### src/rtl/moonbase_pkg.sv
`default_nettype none
// +----------------------------------------------------------------------+
// | moonbase_pkg                                                         |
// | Shared types and bus bit positions for the moonbase bus responder.   |
// | Revision: 1.0                                                        |
// +----------------------------------------------------------------------+
package moonbase_pkg;

    localparam int ADDR_W    = 7;
    localparam int NIB_W     = 4;

    localparam int STROBE    = 7;
    localparam int WR_RAM_N  = 5;
    localparam int WR_DATA_N = 4;

    typedef enum logic [1:0] {
        LOAD    = 2'd0,
        RELEASE = 2'd1,
        RUN     = 2'd2
    } state_e;

endpackage
`default_nettype wire

### src/rtl/moonbase_ram128x4.sv
`default_nettype none
// +----------------------------------------------------------------------+
// | moonbase_ram128x4                                                    |
// | Nibble RAM, one write port muxed loader/bus, one registered read.    |
// | Revision: 1.0                                                        |
// +----------------------------------------------------------------------+
module moonbase_ram128x4
    import moonbase_pkg::*;
#(
    parameter int MEM_DEPTH = 128
) (
    input  logic              clk,
    input  logic              reset_n,
    input  state_e            state,
    input  logic              load_we,
    input  logic [ADDR_W-1:0] load_addr,
    input  logic [NIB_W-1:0]  load_data,
    input  logic              bus_we,
    input  logic [ADDR_W-1:0] bus_addr,
    input  logic [NIB_W-1:0]  bus_data,
    input  logic              rd_en,
    input  logic [ADDR_W-1:0] rd_addr,
    output logic [NIB_W-1:0]  rd_data
);

    logic [NIB_W-1:0]  r_mem [MEM_DEPTH];
    logic [NIB_W-1:0]  r_rd_data;
    logic              w_we;
    logic [ADDR_W-1:0] w_addr;
    logic [NIB_W-1:0]  w_data;

    // The loader owns the write port only while the CPU is held in LOAD.
    always_comb begin
        w_we   = bus_we;
        w_addr = bus_addr;
        w_data = bus_data;
        if (state == LOAD) begin
            w_we   = load_we;
            w_addr = load_addr;
            w_data = load_data;
        end
    end

    always_ff @(posedge clk) begin
        if (w_we) begin
            r_mem[w_addr] <= w_data;
        end
    end

    always_ff @(posedge clk) begin
        if (!reset_n) begin
            r_rd_data <= '0;
        end else if (rd_en) begin
            r_rd_data <= r_mem[rd_addr];
        end
    end

    assign rd_data = r_rd_data;

endmodule
`default_nettype wire

### src/rtl/moonbase_bus_responder.sv
`default_nettype none
// +----------------------------------------------------------------------+
// | moonbase_bus_responder                                               |
// | RAM, output latches and input port behind the CPU's muxed bus.       |
// | Revision: 1.0                                                        |
// +----------------------------------------------------------------------+
module moonbase_bus_responder
    import moonbase_pkg::*;
#(
    parameter int MEM_DEPTH      = 128,
    parameter int RELEASE_CYCLES = 2,
    parameter int SYNC_STAGES    = 2
) (
    input  logic        clk,
    input  logic        reset_n,
    input  logic [7:0]  bus_in,
    output logic [3:0]  ram_out,
    output logic [1:0]  data_out,
    output logic        cpu_reset,
    input  logic [7:0]  ext_in,
    output logic [31:0] out_port,
    input  logic        load_en,
    input  logic        load_valid,
    input  logic [6:0]  load_addr,
    input  logic [3:0]  load_data,
    output logic        load_ready,
    output logic        bus_err
);

    localparam int CNT_W = (RELEASE_CYCLES > 1) ? $clog2(RELEASE_CYCLES) : 1;

    state_e             r_state, w_next_state;
    logic [CNT_W-1:0]   r_cnt, w_next_cnt;
    logic               r_cpu_reset, r_load_ready, r_bus_err, r_seen_addr;
    logic [ADDR_W-1:0]  r_addr_q;
    logic [1:0]         r_data_out;
    logic [7:0][3:0]    r_out_port;
    logic [7:0]         r_sync [SYNC_STAGES];
    logic [7:0]         w_sync_out;

    logic w_run, w_strobe, w_cycle, w_wr_ram_req, w_wr_data_req, w_bad;
    logic w_bus_wr_ram, w_bus_wr_data, w_load_wr;

    always_comb begin
        w_next_state = r_state;
        w_next_cnt   = r_cnt;
        case (r_state)
            LOAD: begin
                if (!load_en) begin
                    w_next_state = RELEASE;
                    w_next_cnt   = CNT_W'(RELEASE_CYCLES - 1);
                end
            end
            RELEASE: begin
                if (load_en) begin
                    w_next_state = LOAD;
                end else if (r_cnt == '0) begin
                    w_next_state = RUN;
                end else begin
                    w_next_cnt = r_cnt - 1'b1;
                end
            end
            RUN: begin
                if (load_en) begin
                    w_next_state = LOAD;
                end
            end
            default: w_next_state = LOAD;
        endcase
    end

    always_ff @(posedge clk) begin
        if (!reset_n) begin
            r_state      <= LOAD;
            r_cnt        <= '0;
            r_cpu_reset  <= 1'b1;
            r_load_ready <= 1'b0;
        end else begin
            r_state      <= w_next_state;
            r_cnt        <= w_next_cnt;
            r_cpu_reset  <= (w_next_state != RUN);
            r_load_ready <= (w_next_state == LOAD);
        end
    end

    // A write needs a preceding address strobe and exactly one target.
    assign w_run         = (r_state == RUN);
    assign w_strobe      = w_run && bus_in[STROBE];
    assign w_cycle       = w_run && !bus_in[STROBE];
    assign w_wr_ram_req  = w_cycle && !bus_in[WR_RAM_N];
    assign w_wr_data_req = w_cycle && !bus_in[WR_DATA_N];
    assign w_bad         = (w_wr_ram_req || w_wr_data_req) &&
                           (!r_seen_addr || (w_wr_ram_req && w_wr_data_req));
    assign w_bus_wr_ram  = w_wr_ram_req && !w_bad;
    assign w_bus_wr_data = w_wr_data_req && !w_bad;
    assign w_load_wr     = (r_state == LOAD) && load_valid && r_load_ready;

    always_ff @(posedge clk) begin
        if (!reset_n) begin
            for (int i = 0; i < SYNC_STAGES; i++) begin
                r_sync[i] <= '0;
            end
        end else begin
            r_sync[0] <= ext_in;
            for (int i = 1; i < SYNC_STAGES; i++) begin
                r_sync[i] <= r_sync[i-1];
            end
        end
    end

    assign w_sync_out = r_sync[SYNC_STAGES-1];

    always_ff @(posedge clk) begin
        if (!reset_n) begin
            r_addr_q    <= '0;
            r_seen_addr <= 1'b0;
            r_data_out  <= '0;
            r_out_port  <= '0;
            r_bus_err   <= 1'b0;
        end else if (w_strobe) begin
            r_addr_q    <= bus_in[ADDR_W-1:0];
            r_seen_addr <= 1'b1;
            r_data_out  <= w_sync_out[{bus_in[1:0], 1'b0} +: 2];
        end else begin
            // Any non-strobe cycle, or leaving RUN, consumes the address phase.
            r_seen_addr <= 1'b0;
            if (w_bad) begin
                r_bus_err <= 1'b1;
            end
            if (w_bus_wr_data) begin
                r_out_port[r_addr_q[2:0]] <= bus_in[NIB_W-1:0];
            end
        end
    end

    moonbase_ram128x4 #(
        .MEM_DEPTH (MEM_DEPTH)
    ) u_ram (
        .clk       (clk),
        .reset_n   (reset_n),
        .state     (r_state),
        .load_we   (w_load_wr),
        .load_addr (load_addr),
        .load_data (load_data),
        .bus_we    (w_bus_wr_ram),
        .bus_addr  (r_addr_q),
        .bus_data  (bus_in[NIB_W-1:0]),
        .rd_en     (w_strobe),
        .rd_addr   (bus_in[ADDR_W-1:0]),
        .rd_data   (ram_out)
    );

    assign data_out   = r_data_out;
    assign cpu_reset  = r_cpu_reset;
    assign load_ready = r_load_ready;
    assign bus_err    = r_bus_err;
    assign out_port   = r_out_port;

endmodule
`default_nettype wire

### config.mk
export PLATFORM = sky130hd
export DESIGN_NAME = moonbase_bus_responder
export DESIGN_NICKNAME = d
export VERILOG_FILES = /design/src/rtl/moonbase_pkg.sv /design/src/rtl/moonbase_ram128x4.sv /design/src/rtl/moonbase_bus_responder.sv
export SDC_FILE = /design/constraint.sdc
export NUM_CORES = 1
export LEC_CHECK = 0
export CAP_MARGIN = 20
export CORE_MARGIN = 4
export CORE_UTILIZATION = 45
export CTS_BUF_LIST = sky130_fd_sc_hd__clkbuf_8
export DETAILED_ROUTE_END_ITERATION = 6
export PLACE_DENSITY = 0.66
export SYNTH_ARGS = -nofsm -noshare
export SYNTH_HDL_FRONTEND = slang
export SYNTH_SLANG_ARGS = --single-unit
export TNS_END_PERCENT = 100
### constraint.sdc
create_clock -name clk -period 17.88 [get_ports clk]
set_clock_uncertainty 0.05 [all_clocks]
set_input_delay 3.576 -clock clk [delete_from_list [all_inputs] [get_ports clk]]
set_output_delay 3.576 -clock clk [all_outputs]
set_load 0.005 [all_outputs]
==> flow_summary.ini <==
[global_routing]
grt_pass1_wl_mm = 78.18
track_usage = 0.1937
top_usage_layer = met2
met2_usage = 0.3034
antenna_found_initial = 2
use_met1 = 0.2642
grt-ovfl-total = 0
grt_start_max_net_pins = 129
gr-usage-met3 = 0.04483
grt_pass1_vias = 12470

[finish]
final_area_mm2 = 0.02627
num-fill-cells = 3994
area_growth_pct = 14.01
finalNetCount = 1432
final_cells = 2144
post-route-util = 0.5214
layout-drive-gt1-share = 0.2087

[yosys]
yosysTopAreaCellShare = 0.6674
avgSynthCellArea_um2 = 17.93
ys_ff_latch = 580
yosysMostFrequentCell = edfxtp_1
synth-warning-count = 0
synth.distinct_cells = 51
synthArstFlopShare = 0
netlist_area_mm2 = 0.02304
syn-num-nets = 1316
synth_commonest_cells = 512 x edfxtp_1, 142 x nor2_1, 128 x mux4_2
syn_inst = 1285
yosys.area.top_type = edfxtp_1
synth_area_leaders = edfxtp_1 67%, mux4_2 13%, dfxtp_1 5.9%
ys_seq_area_frac = 0.7265
synthFlopType = edfxtp_1
synth_edf_count = 512

[routing]
viasPerCell = 5.679
drt-total-wl_mm = 52.42
drc = 0
drt_iter0_markers = 1146
antenna_left = 0
avgRoutedWirePerCell_um = 24.45
vias = 12180
drt_pass1_iterations = 5

[worst_setup_path]
critPathKind = in -> reg
cp_max_fo = 52
start_kind = input port
critPathArrivalTime_ns = 7.60
critPathRequiredTime_ns = 18.36
crit_path_end_kind = flop

[placement]
dp_hpwl_mm = 31.43
pre_cts_ws_ns = 10.01
place_congestion = 0.8174
dp.cells = 1981
io_buffers = 71
place_area_mm2 = 0.02445

[floorplanning]
die_h_um = 234.3
io_pins = 72
rows = 82
core_mm2 = 0.05038
start_util = 0.4573
dieArea_mm2 = 0.05488
dieWidth_um = 234.3

[timing]
hold_ws_ns = 0.3792
min_period_ns = 7.122
setup_tns_ns = 0
final_max_slew_viol_count = 0
tightest_slew_ns = 1.022
fin_ws_ns = 10.76
finalSetupViolCount = 0
post-route-period-util = 0.3983
hold_viol = 0
max_slew_margin = 0.3129
rsz0062_at_grt = no
timing.fmax_mhz = 140.4

[min_path]
hold_path_class = reg -> reg

[clocking]
clk_pin_slew_ns = 0.07
clkSinkCount = 580
cts_hold_buf = 0
numCtsBuffers = 89
cts_max_path_buffers = 3
post-cts-setup-buffers = 0
cts_root_buf = clkbuf_8
insertion_delay_ns = 0.66
ctsResizeCount = 0
cts_tree = built
htreeDepth = 3

[pwr]
ir_drop_uv = 59.56
power_mw = 2.748
p_leak_nw = 8.393
p_per_area_mw_per_mm2 = 104.6

[run_status]
outcome = finished clean

[flow_run]
drv_cap = 0
==> routing by layer <==
| metal | up-vias | wire [µm] | share of wire |
|---|---|---|---|
| li1 | 5316 | - | - |
| met1 | 6186 | 21540 | 0.41 |
| met2 | 561 | 24660 | 0.47 |
| met3 | 111 | 4447 | 0.085 |
| met4 | 2 | 1757 | 0.034 |
| met5 | - | 13 | 0.00025 |
==> registers in the layout, summed over array words and instances, names as in the netlist <==
name           cells
r_seen_addr        1
r_cnt              1
u_ram.r_mem      512
load_ready         1
r_addr_q           7
out_port          32
data_out           2
r_sync            16
r_state            2
u_ram.rd_data      4
bus_err            1
cpu_reset          1
==> worst paths after layout <==
check,startpoint,end,slack [ns],cells after the start
setup reg to reg,r_state[1],u_ram.r_mem[81][1],14.93,5
hold / removal,r_sync[0][6],r_sync[0][14],0.38,1
hold reg to reg,r_sync[0][6],r_sync[0][14],0.38,1
setup / recovery,bus_in[0],u_ram.rd_data[0],10.76,8
==> power by group <==
part	total [mW]	internal, mW	switching, mW	leakage (nW)
sequential	1.49	1.49	0.00177	5.16
clock	1.11	0.600	0.505	1.01
combinational	0.148	0.0531	0.0952	2.23
total	2.75	2.15	0.602	8.39
==> cell families after synthesis <==
family	count (synthesis)	share of synthesized area
flops	580	0.7265
simple gates	331	0.06903
mux	211	0.1623
compound gates	82	0.02504
buf+inv	80	0.01667
fa+ha+maj	1	0.0004345
==> cell usage in the layout, fill, tap and decap left out, types with 5 or more instances in the layout <==
master | netlist | final
edfxtp_1 | 512 | 512
nor2_1 | 142 | 141
mux4_2 | 128 | 128
clkbuf_8 | 0 | 94
dfxtp_1 | 68 | 68
clkdlybuf4s50_1 | 0 | 67
mux2i_1 | 62 | 62
nand2_1 | 56 | 56
nor2b_1 | 45 | 45
inv_1 | 6 | 33
buf_4 | 8 | 26
o21ai_0 | 20 | 19
mux2_2 | 21 | 18
nand2b_1 | 17 | 17
nand3_1 | 17 | 17
and2_1 | 17 | 17
clkinv_1 | 1 | 15
clkinv_2 | 0 | 11
nor3_1 | 10 | 10
o22ai_1 | 9 | 9
nand3b_1 | 8 | 8
a21boi_0 | 8 | 8
bufinv_16 | 0 | 8
a2111oi_0 | 7 | 7
a22oi_1 | 6 | 6
a21oi_1 | 5 | 5
==> area by class of cell <==
type / count / area [µm²] / share of cell area
clock buffer: 93 / 1280 / 0.04873
timing repair buffer: 98 / 928.4 / 0.03535
inverter: 7 / 26.28 / 0.001000
tap: 672 / 840.8 / 0.03201
multi-input combinational: 625 / 5942 / 0.2262
clock inverter: 68 / 509.2 / 0.01939
sequential: 580 / 16740 / 0.6372
antenna: 1 / 2.502 / 0.00009527
==> worst max-delay path, stage by stage <==
cell and delay (ns):
clkbuf_8 0.47, buf_4 0.81, buf_4 0.74, mux4_2 0.61, mux4_2 0.47, nor2b_1 0.15, a2111oi_0 0.07, or4_1 0.55
Power figures use the tool's default switching activity.
